[src/rtl/piso_buf_256b_ctrl.sv]
// Parallel-in/serial-out scan feed buffer: 64 x 32b FIFO plus an LSB-first shift-out engine.
// Optional macro PISO_PARITY_EN appends an even-parity bit after each shifted word.
module piso_buf_256b_ctrl #(
  parameter int DW    = 32,
  parameter int DEPTH = 64,
  parameter int AW    = 6
) (
  input  logic          clk,
  input  logic          reset_n,
  input  logic          val_op,
  input  logic          op,
  input  logic [DW-1:0] wdata,
  input  logic          addrclr,
  output logic          op_ack,
  output logic          op_commit,
  output logic          op_err,
  output logic          sout,
  output logic          sout_val,
  output logic          busy,
  output logic          full,
  output logic          empty,
  output logic [AW:0]   count
);

  localparam int CW = $clog2(DW + 1);
`ifdef PISO_PARITY_EN
  localparam logic [CW-1:0] LAST = CW'(DW);
`else
  localparam logic [CW-1:0] LAST = CW'(DW - 1);
`endif

  typedef enum logic [2:0] {IDLE, MEMW, MEMR, LOAD, SEOUT, DONE} state_t;

  state_t        state_q, state_d;
  logic [AW-1:0] wptr_q, rptr_q;
  logic [AW:0]   cnt_q;
  logic [CW-1:0] bit_q;
  logic [DW-1:0] sreg_q, wdata_q, rdata_q;
  logic          err_q;
  logic          accept_wr, accept_rd, reject;
  logic [DW-1:0] mem [DEPTH];
`ifdef PISO_PARITY_EN
  logic          par_q;
`endif

  assign full      = (cnt_q == (AW+1)'(DEPTH));
  assign empty     = (cnt_q == '0);
  assign count     = cnt_q;
  assign accept_wr = (state_q == IDLE) && val_op && !op && !full;
  assign accept_rd = (state_q == IDLE) && val_op &&  op && !empty;
  assign reject    = (state_q == IDLE) && val_op && (op ? empty : full);

  always_ff @(posedge clk or negedge reset_n) begin
    if (!reset_n) state_q <= IDLE;
    else          state_q <= state_d;
  end

  always_comb begin
    state_d = state_q;
    case (state_q)
      IDLE:    if (accept_wr) state_d = MEMW;
               else if (accept_rd) state_d = MEMR;
      MEMW:    state_d = IDLE;
      MEMR:    state_d = LOAD;
      LOAD:    state_d = SEOUT;
      SEOUT:   if (bit_q == LAST) state_d = DONE;
      DONE:    state_d = IDLE;
      default: state_d = IDLE;
    endcase
  end

  assign op_ack    = (state_q == MEMW) || (state_q == MEMR);
  assign op_commit = (state_q == MEMW) || (state_q == DONE);
  assign op_err    = err_q;
  assign busy      = (state_q != IDLE);
  assign sout_val  = (state_q == SEOUT);
`ifdef PISO_PARITY_EN
  assign sout = sout_val && ((bit_q == LAST) ? par_q : sreg_q[0]);
`else
  assign sout = sout_val && sreg_q[0];
`endif

  // Storage has no reset; only pointers and count define what is valid.
  always_ff @(posedge clk) begin
    if (state_q == MEMW) mem[wptr_q] <= wdata_q;
    if (state_q == MEMR) rdata_q     <= mem[rptr_q];
  end

  always_ff @(posedge clk or negedge reset_n) begin
    if (!reset_n) begin
      wptr_q  <= '0;
      rptr_q  <= '0;
      cnt_q   <= '0;
      bit_q   <= '0;
      sreg_q  <= '0;
      wdata_q <= '0;
      err_q   <= 1'b0;
`ifdef PISO_PARITY_EN
      par_q   <= 1'b0;
`endif
    end else begin
      err_q <= reject;
      case (state_q)
        IDLE: begin
          if (accept_wr) wdata_q <= wdata;
          // a simultaneous op takes priority over the clear
          if (addrclr && !val_op) begin
            wptr_q <= '0;
            rptr_q <= '0;
            cnt_q  <= '0;
          end
        end
        MEMW: begin
          wptr_q <= wptr_q + 1'b1;
          cnt_q  <= cnt_q + 1'b1;
        end
        LOAD: begin
          sreg_q <= rdata_q;
          rptr_q <= rptr_q + 1'b1;
          cnt_q  <= cnt_q - 1'b1;
          bit_q  <= '0;
`ifdef PISO_PARITY_EN
          par_q  <= ^rdata_q;
`endif
        end
        SEOUT: begin
          sreg_q <= sreg_q >> 1;
          bit_q  <= bit_q + 1'b1;
        end
        default: ;
      endcase
    end
  end

endmodule

[config.mk]
export PLATFORM = sky130hd
export DESIGN_NAME = piso_buf_256b_ctrl
export DESIGN_NICKNAME = d
export VERILOG_FILES = /design/src/rtl/piso_buf_256b_ctrl.sv
export SDC_FILE = /design/constraint.sdc
export NUM_CORES = 2
export LEC_CHECK = 0
export CAP_MARGIN = 20
export CORE_AREA = 2 2 459 461
export DETAILED_ROUTE_END_ITERATION = 6
export DIE_AREA = 0 0 461 463
export GPL_TIMING_DRIVEN = 0
export SYNTH_ARGS = -nofsm -noshare
export SYNTH_HDL_FRONTEND = slang
export SYNTH_SLANG_ARGS = --single-unit
export TNS_END_PERCENT = 100
[constraint.sdc]
create_clock -name clk -period 10 [get_ports clk]
set_input_delay 2 -clock clk [delete_from_list [all_inputs] [get_ports clk]]
set_output_delay 2 -clock clk [all_outputs]
set_load 0.02 [all_outputs]
Word level (Yosys, flattened, before mapping)
Memories as Yosys holds them, arrays and structs flattened. A register that Yosys moved wholly into a read port is not among the register bits.
Index checks and enable logic that the tools add are counted.
- memories: 1
- bits in writable memories: 2048
- output and inout port bits: 15
- register bits after elaboration: 93
- input port bits: 37
- word-level logic and storage cells: 64
- reduce and logical (&&, ||, !) cells: 26
- multiplexer cells: 14
- equal/unequal tests: 10
- $add $sub $neg: 5
- memory list (name ; words ; width ; rd ports ; clocked after memory_dff ; wr ports ; RTL line ; text):
    mem ; 64 ; 32 ; 1 ; 1 ; 1 ; 41 ; logic [DW-1:0] mem [DEPTH];
- operators with widths (operator ; number):
    32-bit one-hot mux with 2 select lines ; 1
    6-bit one-hot mux with 2 select lines ; 3
    7-bit one-hot mux with 3 select lines ; 1
    6-bit by 1-bit adder with 6-bit output (second input constant) ; 3
    3-bit one-hot mux with 4 select lines ; 1
    2-bit AND reduction ; 5
    3-bit two-way mux ; 3
    1-bit logical AND ; 8
    7-bit by 1-bit adder with 7-bit output (second input constant) ; 1
    7-bit equality test (second input constant) ; 1
    7-bit logical NOT ; 1
    7-bit two-way mux ; 1
    7-bit by 1-bit subtractor with 7-bit output (second input constant) ; 1
    3-bit by 2-bit equality test with 1-bit output (second input constant) ; 2
    3-bit equality test (second input constant) ; 2
    6-bit by 5-bit equality test with 1-bit output (second input constant) ; 1
    6-bit two-way mux ; 1
    2-bit nonzero test ; 3
    3-bit nonzero test ; 2
    1-bit logical NOT ; 4
    2-bit by 1-bit inequality test with 1-bit output (second input constant) ; 2
    3-bit by 1-bit equality test with 1-bit output (second input constant) ; 1
    3-bit logical NOT ; 1
    1-bit two-way mux ; 3
    other kinds (2) ; 3

Longest topological paths before layout
- depth in word-level cells: 7
- gate-level depth with buffers: 11
- mapped depth without buffers: 9

Worst setup path after synthesis
No wires, ideal clock.
- path type: reg2out
- start point: register state_q[1]
- end point: output port op_ack
- cell stages (with the launch flop): 5
- path buffers: 1
- arrival: 3.385 ns
- required time: 8.000 ns
- setup slack: 4.615 ns
- path through: dfrtp_1 > clkbuf_1 > inv_1 > nor3_1 > nand2b_1
- longest elaborated chain between the ends: 2
- elaborated cells on any way between the ends: 3
- classes of those cells: 2 x eq/ne; 1 x reduce/logical
- RTL lines (item ; RTL line ; text):
    start: declaration ; 34 ; state_t state_q, state_d;
    start signal: assignment ; 55 ; else state_q <= state_d;
    3-bit by 1-bit equality test with 1-bit output / 3-bit by 2-bit equality test with 1-bit output (equally long branches) ; 72 ; assign op_ack = (state_q == MEMW) || (state_q == MEMR);
    1-bit logical OR (*) ; 72 ;
    end: declaration ; 14 ; output logic op_ack,
Mark *: on every way between the ends. The rest lies on a longest branch, timed or not.

Worst setup path in the final report
- start point: register state_q[2]
- end point: output port sout_val
- longest elaborated chain between the ends: 1
- RTL lines (item ; RTL line ; text):
    3-bit equality test ; 76 ; assign sout_val = (state_q == SEOUT);
    end: declaration ; 18 ; output logic sout_val,
Every way passes these cells.

==> results.txt <==
The design draws 26.0 mW. In the synthesized netlist, the cells that appear most often are sky130_fd_sc_hd__edfxtp_1, sky130_fd_sc_hd__mux4_2, sky130_fd_sc_hd__mux2i_1. The die extent in y came out at 463 um. The worst hold slack after final layout is 0.463 ns. The number of max-slew violations in the final report is 0. The worst register-to-register path has a setup slack of 4.70 ns. The largest stage delay on the critical path is 0.89 ns. Clock tree synthesis selected as its root buffer the cell sky130_fd_sc_hd__clkbuf_16.

After the last flow step, the layout net total stands at 4173. The total area of multi-input combinational cells came out at 17500 um2. The static power due to leakage came out at 29.8 nW. Tracing the worst setup path back leads to its startpoint at state_q[2]. The starting utilization of the core area came out at 0.398.

The via count of the first global-routing pass is 41.1k. The number of warning messages in the yosys log is 0. The final critical delay including setup and external delays came out at 5.89 ns. The hold violation count in the final report came out at 0.

The share of flip-flops with an asynchronous set or reset after synthesis came out at 0.0428. The worst reg2reg path depth is 9. CTS saw 2173 sinks.

Entering global routing, the biggest net connects 65 pins. Registers take 64800 um2. The final-layout fill cell count came out at 17.2k. The longest clock path from root to sink contains 3 buffers.

Relative to the synthesized area, the layout overhead comes to 16.8%. After synthesis the netlist holds a flip-flop and latch count of 2173. By area the synthesized netlist is led by sky130_fd_sc_hd__edfxtp_1, sky130_fd_sc_hd__mux4_2, sky130_fd_sc_hd__dfrtp_1, sky130_fd_sc_hd__mux2i_1, sky130_fd_sc_hd__a221oi_1. Of the total synthesized cell area, the portion taken by full adders, half adders and majority gates is 0.00145. The number of antenna violations at the first check in global routing is 6. The first detailed-routing pass ran for 5 iterations. The width of the die is 461 um.

Data on the critical path is required at its endpoint by 8.00 ns. The global-route usage over all layers came out at 0.223. The critical path is of the flop to primary output type. The post-detailed-route wirelength per cell is 33.5 um. After detailed routing, the number of vias per cell comes to 5.88. The number of maximum-capacitance constraint violations came out at 0. sky130_fd_sc_hd__edfxtp_1 is the most common cell in the netlist. The main combinational cell family by area after synthesis is multiplexers. The number of buffers created by CTS came out at 216. The share of synthesized area occupied by flip-flops and latches is 0.781. For the final routed database, the setup TNS stands at 0 ns.

The share of synthesized area in the top cell type comes to 0.753. STA classifies the critical path startpoint as a flop. Once detail routing completed, the nets flagged for antenna violations numbered 0. Synthesis handed over a netlist of 3736 instances. The area fraction in compound gates after synthesis is 0.0324.

The final worst clock skew is 0.0420 ns. Clock latency on the worst-skew pair, taken at its later pin, is 0.87 ns. The run finished with clean final reports. The top fanout value on the critical path came out at 10.

The number of library cell types mapped by synthesis came out at 50. The clock-pin transition on the worst setup and hold timing paths is 0.07 ns. The post-cts gate resize count came out at 0.

The first global-routing pass estimated 329000 um of wire. The post-DP HPWL is 161000 um. The most numerous cell type found on the critical path is sky130_fd_sc_hd__clkbuf_1. Setup repair after global routing left no endpoint under its margin.

The signal on the critical path passes through clkbuf_1, nand2_1, inv_1, clkbuf_1, clkbuf_1, clkdlybuf4s50_1. The synthesized area per cell is 22.2 um2. The die area is 213000 um2. The largest delay contributor family on the critical path is buffers and inverters. Following the worst setup path forward leads to its endpoint at sout_val. The count of hold buffers inserted by post-cts repair is 0.

The tightest slew margin relative to the limit is 0.102. Power spread over the standard cell area amounts to 268 nW/um2. The number of DRC violations after detailed-routing iteration 0 came out at 6034. For this run, design rule violations remaining after detail routing come to 0.

The weighted congestion reported at the end of routability-driven placement came out at 0.959. The share of post-route cells with drive strength above 1 is 0.267. The path class of the tightest hold or removal check is flop to flop. The wire length after detailed routing came out at 239000 um. The top achievable clock speed is 170 MHz. TritonCTS built the clock tree. Setup violations remaining at the end of the flow were counted as 0. The share of cell area taken by muxes after synthesis is 0.155. The final worst-path cycle share is 0.589. Pin placement for this block handled 52 I/O pins. The via total after detailed routing came out at 41.9k.

For the worst setup path, the data arrival time is 3.89 ns. The remaining global-route overflow came out at 0. The startpoint of the worst register-to-register path is rptr_q[1]. The total of buffers placed on input and output ports is 51. The simple logic cell fraction of the synthesized area is 0.0162. In this run, synthesis inferred 2080 flip-flops with an integrated enable. The actual slew at the worst max-slew pin is 1.35 ns.

The core region is 209000 um2. Buffers added to address setup during post-CTS repair amount to 0. The worst setup path is captured at a primary output.

The largest individual stage delay along the critical path comes from the cell sky130_fd_sc_hd__clkdlybuf4s50_1. The synthesized netlist net count is 3782. The maximum level of the CTS H-tree came out at 4. The cell type contributing the most total cell area after synthesis is sky130_fd_sc_hd__edfxtp_1.

In the synthesized netlist the dominant register cell turns out to be sky130_fd_sc_hd__edfxtp_1. The cell area after synthesis came out at 82900 um2. The instance count on the critical path is 6. The worst hold path depth came out at 2. Across the VDD grid, the largest voltage drop is 0.231 mV. The sum of buffers and inverters on the critical path is 5. The xor/xnor share of the synthesized area is 0.000845. The number of cell rows is 168. The endpoint identified for the worst register-to-register timing path is rdata_q[7].
[worst min path at each step]
stage	startpoint	end	slack (ns)
2_1_floorplan	sreg_q[0]	sreg_q[0]	0.44
3_3_place_gp	rdata_q[1]	sreg_q[1]	0.46
3_5_place_dp	sreg_q[30]	sreg_q[30]	0.46
4_1_cts	rdata_q[15]	sreg_q[15]	0.46
5_1_grt	rdata_q[15]	sreg_q[15]	0.48
6_report	rdata_q[15]	sreg_q[15]	0.46
[metal layers]
layer  global-route usage  share of wire  vias to the layer above
li1                     -              -                    16700
met4               0.0917          0.046                        0
met2                0.339           0.46                     2220
met1                0.311           0.40                    22700
met5                    0              0                        -
met3               0.0500          0.096                      380
[sequential cells by signal, summed over array words and instances (netlist names)]
| name | flops |
|---|---|
| mem | 2048 |
| rdata_q | 32 |
| sreg_q | 32 |
| wdata_q | 32 |
| count | 7 |
| bit_q | 6 |
| rptr_q | 6 |
| wptr_q | 6 |
| state_q | 3 |
| op_err | 1 |
[power breakdown]
part | leakage, nW | switching [mW] | internal, mW
registers | 20.0 | 0.740 | 11.6
logic | 6.48 | 3.56 | 2.04
clock network | 3.40 | 3.50 | 4.51
total | 29.8 | 7.80 | 18.2
[layout by cell type, fill, tap and decap left out, drive strengths merged, types with 34 or more instances in the layout]
cell type,synthesis,final
nor2,92,92
mux4,502,502
buf,120,242
a21oi,65,65
dfrtp,93,93
clkbuf,96,379
mux2,34,34
nand2,94,94
o21ai,74,74
o221ai,49,49
mux2i,112,112
edfxtp,2080,2080
clkdlybuf4s50,0,50
clkinv,0,95
a221oi,62,62
[worst min-delay path: stages (launching register included)]
cell,delay (ns)
sky130_fd_sc_hd__edfxtp_1,0.33
sky130_fd_sc_hd__a22oi_1,0.08
sky130_fd_sc_hd__nand2_1,0.05
[stage by stage]
step,area [um2],cells,utilization,setup slack (ns)
6_report,96800,7126,0.464,4.11
5_1_grt,96800,7117,0.464,3.92
4_1_cts,96800,7113,0.464,4.13
3_5_place_dp,89800,6711,0.431,4.90
3_3_place_gp,87000,6592,0.417,2.17
2_1_floorplan,82900,3736,-,4.62
[area by class of cell]
cell class,instances,area share
multi-input cells,1341,0.181
diodes,10,0.000258
clock inverters,120,0.0122
clock buffers,282,0.0599
repair buffers,173,0.0295
flip-flops and latches,2173,0.670
well taps,2805,0.0362
plain buffers,216,0.0110
inverters,6,0.000233
[cell families after synthesis]
| family | after synthesis |
|---|---|
| compound gates | 381 |
| buf+inv | 222 |
| flops | 2173 |
| mux | 648 |
| xor+xnor | 8 |
| simple gates | 295 |
| fa+ha+maj | 9 |
(Power assumes the default switching activity.)
